**config.mk**
```make
export PLATFORM = sky130hd
export DESIGN_NAME = prog_feeder
export DESIGN_NICKNAME = d
export VERILOG_FILES = /design/src/rtl/prog_feeder_pkg.sv /design/src/rtl/prog_feeder_mem.sv /design/src/rtl/prog_feeder.sv
export SDC_FILE = /design/constraint.sdc
export NUM_CORES = 1
export LEC_CHECK = 0
export BUFFER_PORTS_ARGS = -buffer_cell sky130_fd_sc_hd__clkbuf_2
export CORE_ASPECT_RATIO = 0.7
export CORE_MARGIN = 2
export CORE_UTILIZATION = 52
export DETAILED_ROUTE_END_ITERATION = 10
export PLACE_DENSITY = 0.73
export SETUP_SLACK_MARGIN = 0.3
export SLEW_MARGIN = 40
export SYNTH_ARGS = -nofsm -noshare
export SYNTH_HDL_FRONTEND = slang
export SYNTH_HIERARCHICAL = 1
export SYNTH_SLANG_ARGS = --single-unit
```
**constraint.sdc**
```tcl
create_clock -name clock -period 8.6 [get_ports clock]
set_input_delay 1.72 -clock clock [delete_from_list [all_inputs] [get_ports clock]]
set_output_delay 1.72 -clock clock [all_outputs]
set_load 0.01 [all_outputs]
```
**src/rtl/prog_feeder_pkg.sv**
```systemverilog
// Shared definitions for the program feeder: word width, opcode constants,
// instruction layout and the feeder FSM state encoding.
package prog_feeder_pkg;

    localparam int unsigned WORD_W = 16;
    localparam int unsigned OP_W   = 3;

    localparam logic [OP_W-1:0] OP_MV   = 3'b000;
    localparam logic [OP_W-1:0] OP_MVI  = 3'b001;
    localparam logic [OP_W-1:0] OP_ADD  = 3'b010;
    localparam logic [OP_W-1:0] OP_SUB  = 3'b011;
    localparam logic [OP_W-1:0] OP_HALT = 3'b111;

    // Instruction word as seen on the processor din bus
    typedef struct packed {
        logic [OP_W-1:0]        op;
        logic [WORD_W-OP_W-1:0] arg;
    } instr_t;

    typedef enum logic [2:0] {
        S_IDLE  = 3'd0,
        S_FETCH = 3'd1,
        S_ISSUE = 3'd2,
        S_IMM   = 3'd3,
        S_WAIT  = 3'd4,
        S_HALT  = 3'd5
    } state_e;

    function automatic logic [OP_W-1:0] opcode_of(input logic [WORD_W-1:0] w);
        instr_t i;
        i = instr_t'(w);
        return i.op;
    endfunction

endpackage

```
**src/rtl/prog_feeder_mem.sv**
```systemverilog
// Program memory: DEPTH x WORD_W array, synchronous write, combinational read.
// Ports: clock, wr_en/wr_addr/wr_data (write), rd_addr -> rd_data (read).
// Contents are deliberately not reset.
module prog_mem
    import prog_feeder_pkg::*;
#(
    parameter int unsigned DEPTH = 16,
    parameter int unsigned AW    = 4
) (
    input  logic              clock,
    input  logic              wr_en,
    input  logic [AW-1:0]     wr_addr,
    input  logic [WORD_W-1:0] wr_data,
    input  logic [AW-1:0]     rd_addr,
    output logic [WORD_W-1:0] rd_data
);

    logic [WORD_W-1:0] mem_q [DEPTH];

    // Write port
    always_ff @(posedge clock) begin
        if (wr_en) begin
            mem_q[wr_addr] <= wr_data;
        end
    end

    // Read port
    assign rd_data = mem_q[rd_addr];

endmodule

```
**src/rtl/prog_feeder.sv**
```systemverilog
// Program feeder: holds a small program and feeds it one instruction at a
// time to the multicycle processor, waiting for done between instructions.
// MVI is followed by its immediate word on din in the next cycle; HALT is
// consumed locally and ends execution.
// Optional macro FEEDER_TIMEOUT_EN: adds a wait-for-done timeout that sets
// the sticky err flag and halts.
// Ports:
//   clock, resetn          clock, async active-low reset
//   start                  pulse; begin at address 0 (ignored while busy)
//   wr_en/wr_addr/wr_data  program load port, taken only while not busy
//   done                   processor done
//   din, run               word and instruction-valid strobe to processor
//   pc                     address of current or next instruction
//   busy, halted, err      status (halted and err are sticky)
module prog_feeder
    import prog_feeder_pkg::*;
#(
    parameter int unsigned DEPTH   = 16,
    parameter int unsigned AW      = 4,
    parameter int unsigned TIMEOUT = 32
) (
    input  logic              clock,
    input  logic              resetn,
    input  logic              start,
    input  logic              wr_en,
    input  logic [AW-1:0]     wr_addr,
    input  logic [WORD_W-1:0] wr_data,
    input  logic              done,
    output logic [WORD_W-1:0] din,
    output logic              run,
    output logic [AW-1:0]     pc,
    output logic              busy,
    output logic              halted,
    output logic              err
);

    // Elaboration-time parameter sanity
    if (DEPTH != (32'd1 << AW)) begin : g_bad_depth
        $error("prog_feeder: DEPTH must equal 2**AW");
    end
    if (TIMEOUT == 0) begin : g_bad_timeout
        $error("prog_feeder: TIMEOUT must be non-zero");
    end

    state_e            state_q, state_d;
    logic [AW-1:0]     pc_q, pc_d;
    logic [WORD_W-1:0] din_q, din_d;
    logic              run_q, run_d;
    logic              busy_q, busy_d;
    logic              halted_q, halted_d;
    logic              err_q, err_d;

    logic [WORD_W-1:0] rd_data;
    logic              mem_we_c;
    logic              last_c;
    logic              tmo_hit_c;

    // Loads are locked out while a program is executing
    assign mem_we_c = wr_en & ~busy_q;

    // Read address follows pc_d so the registered din can capture the word
    // (instruction or MVI immediate) that is current in the next cycle.
    prog_mem #(
        .DEPTH (DEPTH),
        .AW    (AW)
    ) u_mem (
        .clock   (clock),
        .wr_en   (mem_we_c),
        .wr_addr (wr_addr),
        .wr_data (wr_data),
        .rd_addr (pc_d),
        .rd_data (rd_data)
    );

    assign last_c = (pc_q == AW'(DEPTH - 1));

`ifdef FEEDER_TIMEOUT_EN
    localparam int unsigned TW = $clog2(TIMEOUT + 1);

    logic [TW-1:0] tmo_q, tmo_d;

    // Wait-cycle counter: cleared in ISSUE, counts each IMM/WAIT cycle
    always_comb begin
        tmo_d     = tmo_q;
        tmo_hit_c = 1'b0;
        if (state_q == S_ISSUE) begin
            tmo_d = '0;
        end else if ((state_q == S_IMM) || (state_q == S_WAIT)) begin
            tmo_d     = tmo_q + TW'(1);
            tmo_hit_c = (tmo_d == TW'(TIMEOUT));
        end
    end

    always_ff @(posedge clock or negedge resetn) begin
        if (!resetn) begin
            tmo_q <= '0;
        end else begin
            tmo_q <= tmo_d;
        end
    end
`else
    assign tmo_hit_c = 1'b0;
`endif

    // Next pc; kept apart from the main FSM block because it feeds the
    // memory read address and must not depend on rd_data.
    always_comb begin
        pc_d = pc_q;
        unique case (state_q)
            S_IDLE, S_HALT: begin
                if (start) begin
                    pc_d = '0;
                end
            end
            S_ISSUE: begin
                if (opcode_of(din_q) == OP_MVI) begin
                    pc_d = pc_q + AW'(1);
                end
            end
            S_IMM, S_WAIT: begin
                if (done) begin
                    pc_d = pc_q + AW'(1);
                end
            end
            default: pc_d = pc_q;
        endcase
    end

    // Next state and registered outputs
    always_comb begin
        state_d  = state_q;
        din_d    = '0;
        run_d    = 1'b0;
        busy_d   = busy_q;
        halted_d = halted_q;
        err_d    = err_q;

        unique case (state_q)
            S_IDLE, S_HALT: begin
                if (start) begin
                    state_d  = S_FETCH;
                    busy_d   = 1'b1;
                    halted_d = 1'b0;
                    err_d    = 1'b0;
                end
            end
            S_FETCH: begin
                if (opcode_of(rd_data) == OP_HALT) begin
                    state_d  = S_HALT;
                    busy_d   = 1'b0;
                    halted_d = 1'b1;
                end else begin
                    state_d = S_ISSUE;
                    din_d   = rd_data;
                    run_d   = 1'b1;
                end
            end
            S_ISSUE: begin
                // din_q holds the instruction being issued this cycle
                if (opcode_of(din_q) == OP_MVI) begin
                    state_d = S_IMM;
                    din_d   = rd_data;
                end else begin
                    state_d = S_WAIT;
                end
            end
            S_IMM, S_WAIT: begin
                if (done) begin
                    if (last_c) begin
                        state_d  = S_HALT;
                        busy_d   = 1'b0;
                        halted_d = 1'b1;
                    end else begin
                        state_d = S_FETCH;
                    end
                end else if (tmo_hit_c) begin
                    state_d  = S_HALT;
                    busy_d   = 1'b0;
                    halted_d = 1'b1;
                    err_d    = 1'b1;
                end else begin
                    state_d = S_WAIT;
                end
            end
            default: begin
                state_d = S_IDLE;
                busy_d  = 1'b0;
            end
        endcase
    end

    // State and output registers
    always_ff @(posedge clock or negedge resetn) begin
        if (!resetn) begin
            state_q  <= S_IDLE;
            pc_q     <= '0;
            din_q    <= '0;
            run_q    <= 1'b0;
            busy_q   <= 1'b0;
            halted_q <= 1'b0;
            err_q    <= 1'b0;
        end else begin
            state_q  <= state_d;
            pc_q     <= pc_d;
            din_q    <= din_d;
            run_q    <= run_d;
            busy_q   <= busy_d;
            halted_q <= halted_d;
            err_q    <= err_d;
        end
    end

    assign din    = din_q;
    assign run    = run_q;
    assign pc     = pc_q;
    assign busy   = busy_q;
    assign halted = halted_q;
    assign err    = err_q;

endmodule

```
# ---- Word level (Yosys, flattened, before mapping)
# Memories as Yosys holds them, arrays and structs flattened.
# Index checks and enable logic that the tools add are counted.
dict set report op_classes {
  n_addsub 1
  n_eq_ne 12
  muxes 27
  bitwise 3
  reduce_logical 6
}
# cell n
set op_table {}
lappend op_table {{$mux 16} 2}
lappend op_table {{$pmux 16 s2} 1}
lappend op_table {{$mux 3} 5}
lappend op_table {{$mux 1} 12}
lappend op_table {{$mux 4} 3}
lappend op_table {{$pmux 3 s4} 1}
lappend op_table {{$pmux 4 s3} 1}
lappend op_table {{$reduce_and 5->1} 2}
lappend op_table {{$eq 3x3->1 const B} 3}
lappend op_table {{$ne 2x2->1 const B} 4}
lappend op_table {{$eq 3x1->1 const B} 2}
lappend op_table {{$eq 3x2->1 const B} 2}
lappend op_table {{$add 4x1->4 const B} 1}
lappend op_table {{$eq 4x4->1 const B} 1}
lappend op_table {{$pmux 1 s4} 1}
lappend op_table {{$reduce_or 2->1} 2}
lappend op_table {{$logic_not 3->1} 1}
lappend op_table {{$pmux 1 s3} 1}
lappend op_table {{$reduce_bool 3->1} 1}
lappend op_table {{$not 1->1} 2}
lappend op_table {{$and 1x1->1} 1}
dict set report word_totals {
  regBits 26
  mem_bits_rw 256
  inputBits 25
  mem_count 1
}
# name depth word_bits read_ports rd_clocked_by_memory_dff write_ports line_no
set memory_table {}
lappend memory_table {u_mem.mem_q 16 16 1 0 1 prog_feeder_mem.sv:18} ;# logic [WORD_W-1:0] mem_q [DEPTH];

# ---- Logic depth before layout (Yosys ltp)
# An unclocked memory read counts as a cell.
dict set report logic_depth {
  depth_word 7
  mapped_depth 15
  ltp_nobuf 12
}

# ---- Modules after synthesis
# Netlist, hierarchy kept.
# mod n_inst cells_each area_each_um2
set modules_own_cells {}
lappend modules_own_cells {prog_mem 1 416 9721.8}
lappend modules_own_cells {prog_feeder 1 123 1270.0}

# ---- Worst setup path after synthesis
# No wires, ideal clock.
dict set report synth_timing {
  path_kind {input to register}
  startpoint {input port start}
  endpoint {register din_q[13] (netlist: din[13])}
  arrival_time_ns 4.281
  t_required_ns 8.534
  slack_ns 4.253
  stages 14
  n_path_buf 4
  path_cell_list {clkbuf_1 > a31o_1 > nor3_2 > a22o_1 > buf_2 > clkbuf_1 > mux4_2 > a22oi_1 > nand2_1 > nand3_1 > nand2_1 > a21oi_4 > buf_4 > and2_1}
}
dict set report synth_via {
  elab_chain_cells 6
  word_cells_on_any_way 7
  cone_classes {eq/ne (1); mux (5); memory (1)}
}
# element line_no
set synth_lines {}
lappend synth_lines {{from (decl)} prog_feeder.sv:24} ;# input logic start,
lappend synth_lines {{$mux 4 (*)} prog_feeder.sv:111} ;# if (start) begin
lappend synth_lines {{$pmux 4 s3 (*)} prog_feeder.sv:109} ;# unique case (state_q)
lappend synth_lines {{net pc_d[1]} prog_feeder.sv:46} ;# logic [AW-1:0] pc_q, pc_d;
lappend synth_lines {{$mem_v2 16x16 (*)} --}
lappend synth_lines {{net rd_data[13]} prog_feeder.sv:53} ;# logic [WORD_W-1:0] rd_data;
lappend synth_lines {{$eq 3x3->1} prog_feeder.sv:148} ;# if (opcode_of(rd_data) == OP_HALT) begin
lappend synth_lines {{$mux 16} prog_feeder.sv:148}
lappend synth_lines {{$pmux 16 s2 (*)} prog_feeder.sv:138} ;# unique case (state_q)
lappend synth_lines {{net din_d[13]} prog_feeder.sv:47} ;# logic [WORD_W-1:0] din_q, din_d;
lappend synth_lines {{to (signal assigned)} prog_feeder.sv:205} ;# din_q <= din_d;
lappend synth_lines {{to (decl)} prog_feeder.sv:47}
# Mark *: on every way through the listed nets, which the timed path passes. The rest lies on a longest branch.
# A chain may end at the register's enable or synchronous reset.

# ---- Worst setup path in the final report
dict set report layout_timing {
  startpoint {input port done}
  endpoint {register din_q[12] (netlist: din[12])}
}
dict set report layout_via {
  elab_chain_cells 6
  word_cells_on_any_way 7
  cone_classes {eq/ne (1); mux (5); memory (1)}
}
# element line_no
set layout_lines {}
lappend layout_lines {{from (decl)} prog_feeder.sv:28} ;# input logic done,
lappend layout_lines {{$mux 4} prog_feeder.sv:121} ;# if (done) begin
lappend layout_lines {{$pmux 4 s3} prog_feeder.sv:109}
lappend layout_lines {{net pc_d[0]} prog_feeder.sv:46}
lappend layout_lines {{$mem_v2 16x16} --}
lappend layout_lines {{net rd_data[14]} prog_feeder.sv:53}
lappend layout_lines {{$eq 3x3->1} prog_feeder.sv:148}
lappend layout_lines {{$mux 16} prog_feeder.sv:148}
lappend layout_lines {{$pmux 16 s2} prog_feeder.sv:138}
lappend layout_lines {{net din_d[12]} prog_feeder.sv:47}
# The timed path passes the listed nets, and every way through them passes these cells.

==> reports/metrics.yaml <==
status:
  status: "complete, no violations"
floorplan:
  die_h_um: 126
  placeableCoreArea_mm2: 0.0208
  num_rows: 44
  floorplan.die_area_mm2: 0.0223
  start_util_pct: 53.0
  die_w_um: 178
  ioPinCount: 49
cells_and_area:
  multi_input_comb_area_mm2: 0.00257
  fillCellCount: 1435
  stdcell_area_mm2: 0.0125
  most_common_library_cell_in_the_layout_ignoring_fill_and_taps: "edfxtp_1"
  area.sequential_mm2: 0.00834
  layout.nets: 627
  fraction_of_layout_cells_with_a_size_suffix_above_1_pct: 29.1
  final_cell_mix: "256 x edfxtp_1, 54 x mux4_2, 46 x clkbuf_2, 32 x a22oi_1, 26 x dfrtp_1"
  area_growth_syn_to_layout_pct: 13.4
power_and_ir_drop:
  power_per_cell_area_mw_per_mm2: 295
  power.leakage_nw: 4.15
  vdd_drop_max_uv: 160
clock_tree:
  clk_path_buf_depth: 3
  clkTransAtPathRegs_ps: 70
  post_cts_resized: 0
  cts_post_setup_buffers_inserted: 0
  tritoncts_clock_tree: "yes"
  worstSkewPairLatency_ps: 510
  cts_inserted_buffers: 25
  cts-hold-fix-buffers: 0
  clock_tree.root_cell: "clkbuf_16"
  cts.sink_count: 282
  htree_levels: 1
grt:
  grt_antenna_before_repair: 1
  residual_overflow_from_global_routing: 0
  grt_busiest_layer: "met2"
  grt_util_met1_pct: 31.0
  grt_pass1_vias: 5434
  grt_start_max_net_pins: 38
  global_route.usage.total_pct: 20.7
  globalRouteMet2Util_pct: 32.8
  grt_first_pass_wirelength_um: 34000
  met3_usage_pct: 3.41
drt:
  detailroute.via_count: 5430
  first_pass_iters: 5
  post-route-drc-count: 0
  routed_via_density: 6.06
  routed_wire_length_per_instance_um: 24.9
  drtAntennaViolNets: 0
  routed_wirelength_um: 22400
  initialDrtViolationCount: 554
worst_setup_path:
  critPathTopFamily: "multiplexers"
  path_cells: "clkbuf_2 > and4b_4 > a31o_1 > nor3_2 > mux2_4 > mux4_2 > a22oi_1 > nand2_1 > nand3_1 > nand2_1 > a21oi_4 > and2_1"
  timing.critical_path.arrival_ps: 5180
  critPathMostFrequentCell: "nand2_1"
  critical_path.n_buffers_inverters: 1
  timing.critical_path.fanout_max: 29
  worst_setup_path_start_kind: "input port"
  critical_path.endpoint_type: "flop"
  timing.critical_path.required_ps: 9040
  setup.worst_path.class: "input port to flop"
  max_stage_delay_ps: 590
  timing.critical_path.slowest_stage_cell: "mux2_4"
sta:
  tightest_pin_transition_ps: 781
  finalCritPeriodShare_pct: 55.1
  clock-skew-final_ps: 10.8
  final.setup.tns_ps: 0
  report.final.setup_viol: 0
  maxSlewViolCount: 0
  count_of_final_hold_check_violations: 0
  max_clock_freq_mhz: 211
  max_slew_margin_pct: 47.9
  grt_setup_unrepaired: "false"
  timing.final.crit_period_ps: 4740
placement:
  dpl.hpwl_um: 13000
  globalplace.congestion: 0.808
  port_buffers: 47
  postPlaceCellArea_mm2: 0.0116
logic_synthesis:
  synthArstFlopShare_pct: 9.22
  synth.yosys.warnings: 6
  synth_top_cells_by_area: "edfxtp_1 70%, mux4_2 11%, dfrtp_1 5.9%"
  synth_top_cell_by_area: "edfxtp_1"
  syn_inst: 539
  post_synth_num_cell_types: 48
  synth_seq_cells: 282
  synth.yosys.seq_area_share_pct: 75.9
  ys_dominant_reg_cell: "edfxtp_1"
  postSynthAreaPerCell_um2: 20.4
  syn_area_mm2: 0.0110
  synth_enable_flop_cells: 256
  portion_of_synthesized_cell_area_occupied_by_the_leading_cell_type_pct: 69.9
  synth_fp_nets: 565
flow_run:
  max-cap-violations: 0
min_path:
  holdCritPathClass: "flop to flop"
sequential cells by signal (all words and copies together), names as in the netlist:
name         flops
pc               4
run              1
halted           1
u_mem/mem_q    256
busy             1
state_q          3
din             16
Yosys cell counts, drive strengths merged (4+ instances only):
| cell type | number |
|---|---|
| buf | 18 |
| and2 | 17 |
| nand2 | 25 |
| clkbuf | 10 |
| o21ai | 4 |
| a21oi | 8 |
| nand2b | 9 |
| edfxtp | 256 |
| nor2b | 6 |
| inv | 5 |
| mux4 | 64 |
| nor2 | 16 |
| dfrtp | 26 |
| nor3 | 9 |
| a22oi | 32 |
worst paths after layout:
kind | startpoint | slack, ps | end | depth (start not counted)
max | done | 3860 | din[12] | 12
min | halted | 680 | halted | 2
max reg2reg | state_q[2] | 4310 | din[12] | 11
min reg2reg | halted | 680 | halted | 2
max in group asynchronous | resetn | 6860 | din[6] | 1
min in group asynchronous | resetn | 1260 | halted | 1
metrics by stage:
stage                     hold slack, ps  std cells  worst slack, ps  total power, mW  utilization (%)
final                                682        896             3860             3.68             60.0
after global routing                 744        895             3590             3.85             60.0
after CTS                            683        895             3840             3.71             60.0
after detailed placement             674        850             3320             2.60             56.0
after global placement               639        850             3410             2.57             55.8
after floorplan                      605        539             4250             2.39                -
power by group:
part,switching (mW),internal (mW)
Sequential,0.0630,1.57
Combinational,0.463,0.460
Clock,0.462,0.660
Total,0.988,2.69
final cells by class:
| type | instances | area share (%) |
|---|---|---|
| clock buffer | 35 | 5.64 |
| antenna | 1 | 0.0201 |
| tap | 276 | 2.77 |
| timing repair buffer | 63 | 2.85 |
| clock inverter | 10 | 1.02 |
| sequential | 282 | 66.9 |
| multi-input combinational | 224 | 20.6 |
| inverter | 5 | 0.151 |
worst min-delay path, delay by kind of cell (launching register included):
kind	cells	cell delay, ps
flip-flops	1	400
AO/OA/AOI/OAI	2	240
routing by layer:
layer | vias to the layer above | part of all wire, %
li1 | 2340 | -
met1 | 2863 | 44
met2 | 198 | 48
met3 | 29 | 6.6
met4 | 0 | 1.7
met5 | - | 0
cell families after synthesis:
kind of cell / synth area share (%)
other: 0.0341
flip-flops: 75.9
adder cells (fa/ha/maj): 0.114
AND/OR/NAND/NOR: 4.61
XOR/XNOR: 0.0797
multiplexers: 13.6
AO/OA/AOI/OAI: 4.01
buffers and inverters: 1.65
Power figures use the tool's default switching activity.
